### config.mk
export PLATFORM = sky130hd
export DESIGN_NAME = gt_link_ctrl
export DESIGN_NICKNAME = d
export VERILOG_FILES = /design/src/rtl/gt_link_ctrl.sv
export SDC_FILE = /design/constraint.sdc
export NUM_CORES = 1
export LEC_CHECK = 0
export CAP_MARGIN = 20
export CORE_UTILIZATION = 57
export CTS_CLUSTER_DIAMETER = 200
export CTS_CLUSTER_SIZE = 14
export DETAILED_ROUTE_END_ITERATION = 6
export PLACE_DENSITY = 0.86
export SLEW_MARGIN = 30
export SYNTH_ARGS = -nofsm -noshare
export SYNTH_HDL_FRONTEND = slang
export SYNTH_SLANG_ARGS = --single-unit
### constraint.sdc
create_clock -name i_clk -period 3.2 [get_ports i_clk]
set_input_delay 0.64 -clock i_clk [delete_from_list [all_inputs] [get_ports i_clk]]
set_output_delay 0.64 -clock i_clk [all_outputs]
set_load 0.01 [all_outputs]
### src/rtl/gt_link_ctrl.sv
// Per-lane GT bring-up and supervision controller.
// Sequences the lane resets, waits for TX reset-done and stable RX byte
// alignment, watches a running link for alignment loss and re-runs bring-up
// up to a bounded number of retries before parking in FAIL.
//
// Handshake note: this block has no valid/ready interface. i_link_en is a
// level request (1 = hold the link up); the GT status inputs are plain levels
// sampled through 2-flop synchronisers.
module gt_link_ctrl #(
  parameter int P_RST_CYCLES    = 10,
  parameter int P_TX_TIMEOUT    = 65535,
  parameter int P_ALIGN_TIMEOUT = 65535,
  parameter int P_STABLE_CYCLES = 16,
  parameter int P_LOSS_CYCLES   = 16,
  parameter int P_MAX_RETRY     = 8,
  parameter int P_CNT_W         = 17
) (
  input  logic       i_clk,
  input  logic       i_rst_n,
  input  logic       i_link_en,
  input  logic       i_gt_tx_done,
  input  logic       i_gt_bytealign,
  output logic       o_gt_tx_rst,
  output logic       o_gt_rx_rst,
  output logic       o_link_up,
  output logic       o_link_fail,
  output logic [7:0] o_retry_cnt,
  output logic [2:0] o_state
);

  typedef enum logic [2:0] {
    S_IDLE       = 3'd0,
    S_RST        = 3'd1,
    S_WAIT_TX    = 3'd2,
    S_WAIT_ALIGN = 3'd3,
    S_UP         = 3'd4,
    S_RETRY      = 3'd5,
    S_FAIL       = 3'd6
  } state_t;

  // Terminal counter values: each compare fires on the last cycle of a window.
  localparam logic [P_CNT_W-1:0] RST_LAST    = P_CNT_W'(P_RST_CYCLES - 1);
  localparam logic [P_CNT_W-1:0] TX_LAST     = P_CNT_W'(P_TX_TIMEOUT - 1);
  localparam logic [P_CNT_W-1:0] ALIGN_LAST  = P_CNT_W'(P_ALIGN_TIMEOUT - 1);
  localparam logic [P_CNT_W-1:0] STABLE_LAST = P_CNT_W'(P_STABLE_CYCLES - 1);
  localparam logic [P_CNT_W-1:0] LOSS_LAST   = P_CNT_W'(P_LOSS_CYCLES - 1);
  localparam logic [7:0]         MAX_RETRY   = 8'(P_MAX_RETRY);

  state_t             state_q, state_d;
  logic [P_CNT_W-1:0] cnt_q, cnt_d;
  logic [P_CNT_W-1:0] tmo_q, tmo_d;
  logic [7:0]         retry_q, retry_d;
  logic               tx_meta_q, tx_s_q, al_meta_q, al_s_q;
  logic               gt_rst_q, gt_rst_d;
  logic               up_q, up_d;
  logic               fail_q, fail_d;

  // Two-flop synchronisers for the asynchronous GT status flags.
  always_ff @(posedge i_clk or negedge i_rst_n) begin
    if (!i_rst_n) begin
      tx_meta_q <= 1'b0;
      tx_s_q    <= 1'b0;
      al_meta_q <= 1'b0;
      al_s_q    <= 1'b0;
    end else begin
      tx_meta_q <= i_gt_tx_done;
      tx_s_q    <= tx_meta_q;
      al_meta_q <= i_gt_bytealign;
      al_s_q    <= al_meta_q;
    end
  end

  // State, counters and registered status outputs.
  always_ff @(posedge i_clk or negedge i_rst_n) begin
    if (!i_rst_n) begin
      state_q  <= S_IDLE;
      cnt_q    <= '0;
      tmo_q    <= '0;
      retry_q  <= 8'd0;
      gt_rst_q <= 1'b1;
      up_q     <= 1'b0;
      fail_q   <= 1'b0;
    end else begin
      state_q  <= state_d;
      cnt_q    <= cnt_d;
      tmo_q    <= tmo_d;
      retry_q  <= retry_d;
      gt_rst_q <= gt_rst_d;
      up_q     <= up_d;
      fail_q   <= fail_d;
    end
  end

  // Next-state, counter updates and output decode of the next state.
  always_comb begin
    state_d = state_q;
    cnt_d   = cnt_q + 1'b1;
    tmo_d   = '0;
    retry_d = retry_q;
    case (state_q)
      S_IDLE: begin
        cnt_d   = '0;
        retry_d = 8'd0;
        if (i_link_en) state_d = S_RST;
      end
      S_RST: begin
        if (cnt_q == RST_LAST) state_d = S_WAIT_TX;
      end
      S_WAIT_TX: begin
        if (tx_s_q)                state_d = S_WAIT_ALIGN;
        else if (cnt_q == TX_LAST) state_d = S_RETRY;
      end
      S_WAIT_ALIGN: begin
        // cnt_q tracks the current run of aligned cycles, tmo_q time in state.
        cnt_d = al_s_q ? cnt_q + 1'b1 : '0;
        tmo_d = tmo_q + 1'b1;
        if (al_s_q && (cnt_q == STABLE_LAST)) state_d = S_UP;
        else if (tmo_q == ALIGN_LAST)         state_d = S_RETRY;
      end
      S_UP: begin
        // cnt_q tracks the current run of misaligned cycles.
        cnt_d = al_s_q ? '0 : cnt_q + 1'b1;
        if (!tx_s_q)                                state_d = S_RETRY;
        else if (!al_s_q && (cnt_q == LOSS_LAST))   state_d = S_RETRY;
      end
      S_RETRY: begin
        if (retry_q == MAX_RETRY) begin
          state_d = S_FAIL;
        end else begin
          retry_d = retry_q + 8'd1;
          state_d = S_RST;
        end
      end
      S_FAIL: begin
        cnt_d = '0;
      end
      default: begin
        state_d = S_IDLE;
      end
    endcase

    // Dropping the enable overrides every other transition.
    if (!i_link_en) begin
      state_d = S_IDLE;
      retry_d = 8'd0;
    end

    if (state_d != state_q) begin
      cnt_d = '0;
      tmo_d = '0;
    end

    gt_rst_d = (state_d == S_IDLE) || (state_d == S_RST) ||
               (state_d == S_RETRY) || (state_d == S_FAIL);
    up_d     = (state_d == S_UP);
    fail_d   = (state_d == S_FAIL);
  end

  assign o_gt_tx_rst = gt_rst_q;
  assign o_gt_rx_rst = gt_rst_q;
  assign o_link_up   = up_q;
  assign o_link_fail = fail_q;
  assign o_retry_cnt = retry_q;
  assign o_state     = state_q;

endmodule
# Yosys cells after proc, flatten, opt, wreduce, memory -nomap -nowiden
# Cells that the tools add are included.
# word_totals
wordCells	61
ff_bits	52
out_inout_bits	15
# op_classes
n_reduce_logical	10
muxes	19
n_addsub	3
eq_ne	18
# op_table
operator	n
$mux 17	5
$pmux 17 s3	1
$add 17x1->17 const B	2
$eq 17x16->1 const B	2
$eq 17x4->1 const B	2
$mux 3	9
$pmux 3 s7	1
$eq 3x3->1 const B	6
$mux 8	2
$pmux 8 s2	1
$add 8x1->8 const B	1
$eq 8x4->1 const B	1
$eq 3x1->1 const B	2
$eq 3x2->1 const B	2
$logic_not 3->1	2
$logic_or 1x1->1	3
$ne 3x1->1 const B	1
$ne 3x3->1	1
$ne 3x3->1 const B	1
$logic_and 1x1->1	2
$reduce_and 2->1	1
$reduce_or 2->1	1
$logic_not 1->1	1

# Depth between registers and ports, before layout
# logic_depth
ltp_word	10
mapped_depth	10
mapped_depth_nobuf	8

# Least setup slack after synthesis
# OpenSTA, ideal clock, no wires.
# synth_path
path_type	register to register
startpoint	reg cnt_q[4]
endpoint	reg cnt_q[10]
required_ps	3077
arrival_ps	2151
setup_time_ps	123
slack_ps	926
period_less_slack_ps	2274
path_stages_with_launch	9
path_cell_list	dfrtp_1 > nor4_1 > nand4_1 > nor4_4 > a211oi_1 > nor3_1 > a2bb2oi_2 > buf_4 > nor3_2
# synth_via
elab_chain_len	8
word_cells_on_any_way	19
classes_between	add/sub (1); eq/ne (4); mux (12); reduce/logical (2)
# synth_lines
item	line_no	source
start, declared	50	logic [P_CNT_W-1:0] cnt_q, cnt_d;
start signal, assigned	85	cnt_q <= cnt_d;
$eq 17x4->1	117, 124	
$logic_and 1x1->1	124	else if (!al_s_q && (cnt_q == LOSS_LAST)) state_d = S_RETRY;
$mux 3	124	
$mux 3	123	if (!tx_s_q) state_d = S_RETRY;
$pmux 3 s7	100	case (state_q)
$mux 3	143	if (!i_link_en) begin
$ne 3x3->1	148	if (state_d != state_q) begin
$mux 17 *	148	
named net cnt_d[10]	50	
# The timed path passes the listed nets; every way through them passes the cells marked *.
# A chain may end at the register's enable or synchronous reset.

# Worst setup path in the final report
# layout_path
startpoint	reg cnt_q[4]
endpoint	reg cnt_q[4]
# layout_via
elab_chain_len	8
word_cells_on_any_way	19
classes_between	add/sub (1); eq/ne (4); mux (12); reduce/logical (2)
# layout_lines
item	line_no	source
$eq 17x4->1	117, 124	
$logic_and 1x1->1	124	
$mux 3	124	
$mux 3	123	
$pmux 3 s7 *	100	
$mux 3 *	143	
named net state_d[1]	49	state_t state_q, state_d;
$ne 3x3->1 *	148	
$mux 17 *	148	
named net cnt_d[4]	50	
# Marked as above.

==> results.cfg <==
[placement]
io_buffers = 19
dp_cells = 363
hpwlAfterDp_um = 3710
place_congestion = 0.989

[logic_synthesis]
synth_edf_count = 0
synth_top_area_share_pct = 44.9
yosysTopAreaCell = dfrtp_1
synthCells = 282
synth_nets = 294
yosysUniqueCellTypes = 51
synth_area_leaders = dfrtp_1 (45%), xor2_1 (6.8%), nor2_1 (3.8%)
synth_area_um2 = 2850
ys_async_sr_fraction_pct = 100
synth_seq_cells = 52
ys_seq_area_share_pct = 45.8
postSynthAreaPerCell_um2 = 10.1
ys_warn_count = 0
ys.flop_type = dfrtp_1

[clock_network]
numCtsBuffers = 5
cts-root-buf = clkbuf_8
postCtsSetupBuffers = 0
htreeDepth = 2
clk_latency_ns = 0.31
clk_pin_slew_worst_paths_ns = 0.09
cts_tree = built
cts_resized = 0
cts_buffer_depth = 2
cts_hold_buf = 0
cts_sinks = 52

[outcome]
outcome = completed

[global_routing]
grt_max_degree = 40
grt_pass1_wl_um = 9130
grt_usage_pct = 22.4
antenna_found_initial = 0
grt_pass1_vias = 2008
grt_overflow = 0

[finish]
n_antenna_cell = 0
instances_no_fill = 372
fin_nets = 316
area_growth_pct = 11.9
drive_above_1_share_pct = 13.4

[timing]
period_minus_slack_ns = 2.61
tightest_slew_ns = 0.645
fin_crit_sh_pct = 81.6
rsz0062_at_grt = false
slew_headroom_pct = 56.8
setup_viol = 0
fin_setup_tns_ns = 0
finalHoldViolations = 0
clock_skew_ns = 0.0125
slew_violations = 0
fmax_ghz = 0.383

[power]
vdd_drop_max_uv = 260
powerDensity_nw_per_um2 = 350
p_leak_nw = 1.25
total_power_mw = 1.11

[routing]
drtIter0Drc = 165
vias = 2086
ant_nets = 0
wl_per_cell_um = 14.1
remaining_drc_errors = 0
routed_wl_um = 5260
first_pass_iters = 4
vias_per_cell = 5.61

[die]
core_area_um2 = 4750
rows = 25
fp.dieW_um = 72.7
io_pins = 20
die-area_um2 = 5280
initial_utilization_pct = 59.8
chipHeight_um = 72.7

[critical_path]
cp_data_arrival_time_ns = 2.77
end_kind = register
worstPathRequired_ns = 3.36
critPathKind = register to register
crit_fanout = 17
critPathLaunchType = register

[flow_run]
drv_cap = 0

[worst_hold_path]
min_path_type = primary input to async pin
[sequential cells by signal, summed over array words and instances, names as in the netlist, 3 cells and up]
name	flops
cnt_q	17
tmo_q	17
o_retry_cnt	8
o_state	3
[critical path: stages, from the launching register on]
cell and delay, ns:
dfrtp_1 0.45, and4_4 0.28, nand3_4 0.09, or4_4 0.53, a221oi_4 0.33, a21oi_2 0.15
a2bb2oi_4 0.51, nor3_1 0.12
[per-layer routing]
metal / vias to the layer above / GRT usage (%) / share of wire [%]
met2: 52 / 36.0 / 47
met5: - / 0 / 0
met4: 0 / 9.15 / 2.2
met3: 12 / 4.97 / 4.3
met1: 989 / 29.4 / 46
li1: 1033 / - / -
[path summary, 6_finish.rpt]
kind | start | end | slack, ns | cells past startpoint
min | i_rst_n | o_retry_cnt[6]$_DFFE_PN0P_ | 0.28 | 1
max | cnt_q[4]$_DFF_PN0_ | cnt_q[4]$_DFF_PN0_ | 0.59 | 7
min reg2reg | al_meta_q$_DFF_PN0_ | al_s_q$_DFF_PN0_ | 0.35 | 0
max in group asynchronous | i_rst_n | al_meta_q$_DFF_PN0_ | 2.26 | 3
min in group i_clk | al_meta_q$_DFF_PN0_ | al_s_q$_DFF_PN0_ | 0.35 | 0
max reg2reg | cnt_q[4]$_DFF_PN0_ | cnt_q[4]$_DFF_PN0_ | 0.59 | 7
[cell type report]
type,count,area (um2)
clock buffers,7,86.3
flip-flops and latches,52,1300
fillers,378,1570
multi-input cells,213,1440
well taps,67,83.8
clock inverters,1,7.51
repair buffers,23,235
inverters,9,33.8
[cell usage in the layout (no fill, tap or decap), types with 2 or more instances in the layout]
cell type        Yosys  layout
dfrtp_1             51      51
nor2_1              29      29
nand2_1             24      24
xor2_1              22      22
clkdlybuf4s50_1      0      18
nand3_1             15      15
o21ai_0             15      15
nor3_1              14      14
nand4_1             10      10
nor3_2              10      10
xnor2_1             10      10
inv_1                9       9
a21oi_1              8       8
ha_1                 7       7
clkbuf_8             2       6
and3_1               5       5
or3_1                5       5
nor4_1               4       4
buf_4                2       3
and4_1               2       2
and2b_2              2       2
or2_2                2       2
nand2b_1             2       2
and4_4               2       2
[kinds of logic after synthesis]
group | Yosys count | synth area share [%]
AND/OR/NAND/NOR | 136 | 27.4
flip-flops | 52 | 45.8
AO/OA/AOI/OAI | 37 | 9.72
XOR/XNOR | 32 | 9.85
buffers and inverters | 17 | 3.78
adder cells (fa/ha/maj) | 7 | 3.08
multiplexers | 1 | 0.352
[through the flow]
step                      util [%]  worst slack (ns)  hold WS, ns  instance area, um2
after floorplan                  -             0.926        0.331                2850
after global placement        64.4             0.762        0.335                3060
after detailed placement      64.4             0.626        0.338                3060
after CTS                     66.4             0.618        0.358                3160
after global routing          67.0             0.454        0.306                3180
final                         67.0             0.590        0.283                3180
[synthesized netlist by cell type (2+ instances only)]
cell type,number
dfrtp_1,51
nor2_1,29
nand2_1,24
xor2_1,22
nand3_1,15
o21ai_0,15
nor3_1,14
nand4_1,10
nor3_2,10
xnor2_1,10
inv_1,9
a21oi_1,8
ha_1,7
and3_1,5
or3_1,5
nor4_1,4
clkbuf_1,3
and2b_2,2
and4_1,2
and4_4,2
buf_4,2
clkbuf_8,2
nand2b_1,2
or2_2,2
[power breakdown]
part	total (mW)	internal, mW	switching [mW]
combinational	0.0587	0.0208	0.0378
clock	0.388	0.176	0.212
sequential	0.668	0.661	0.00683
(Power assumes the default switching activity.)
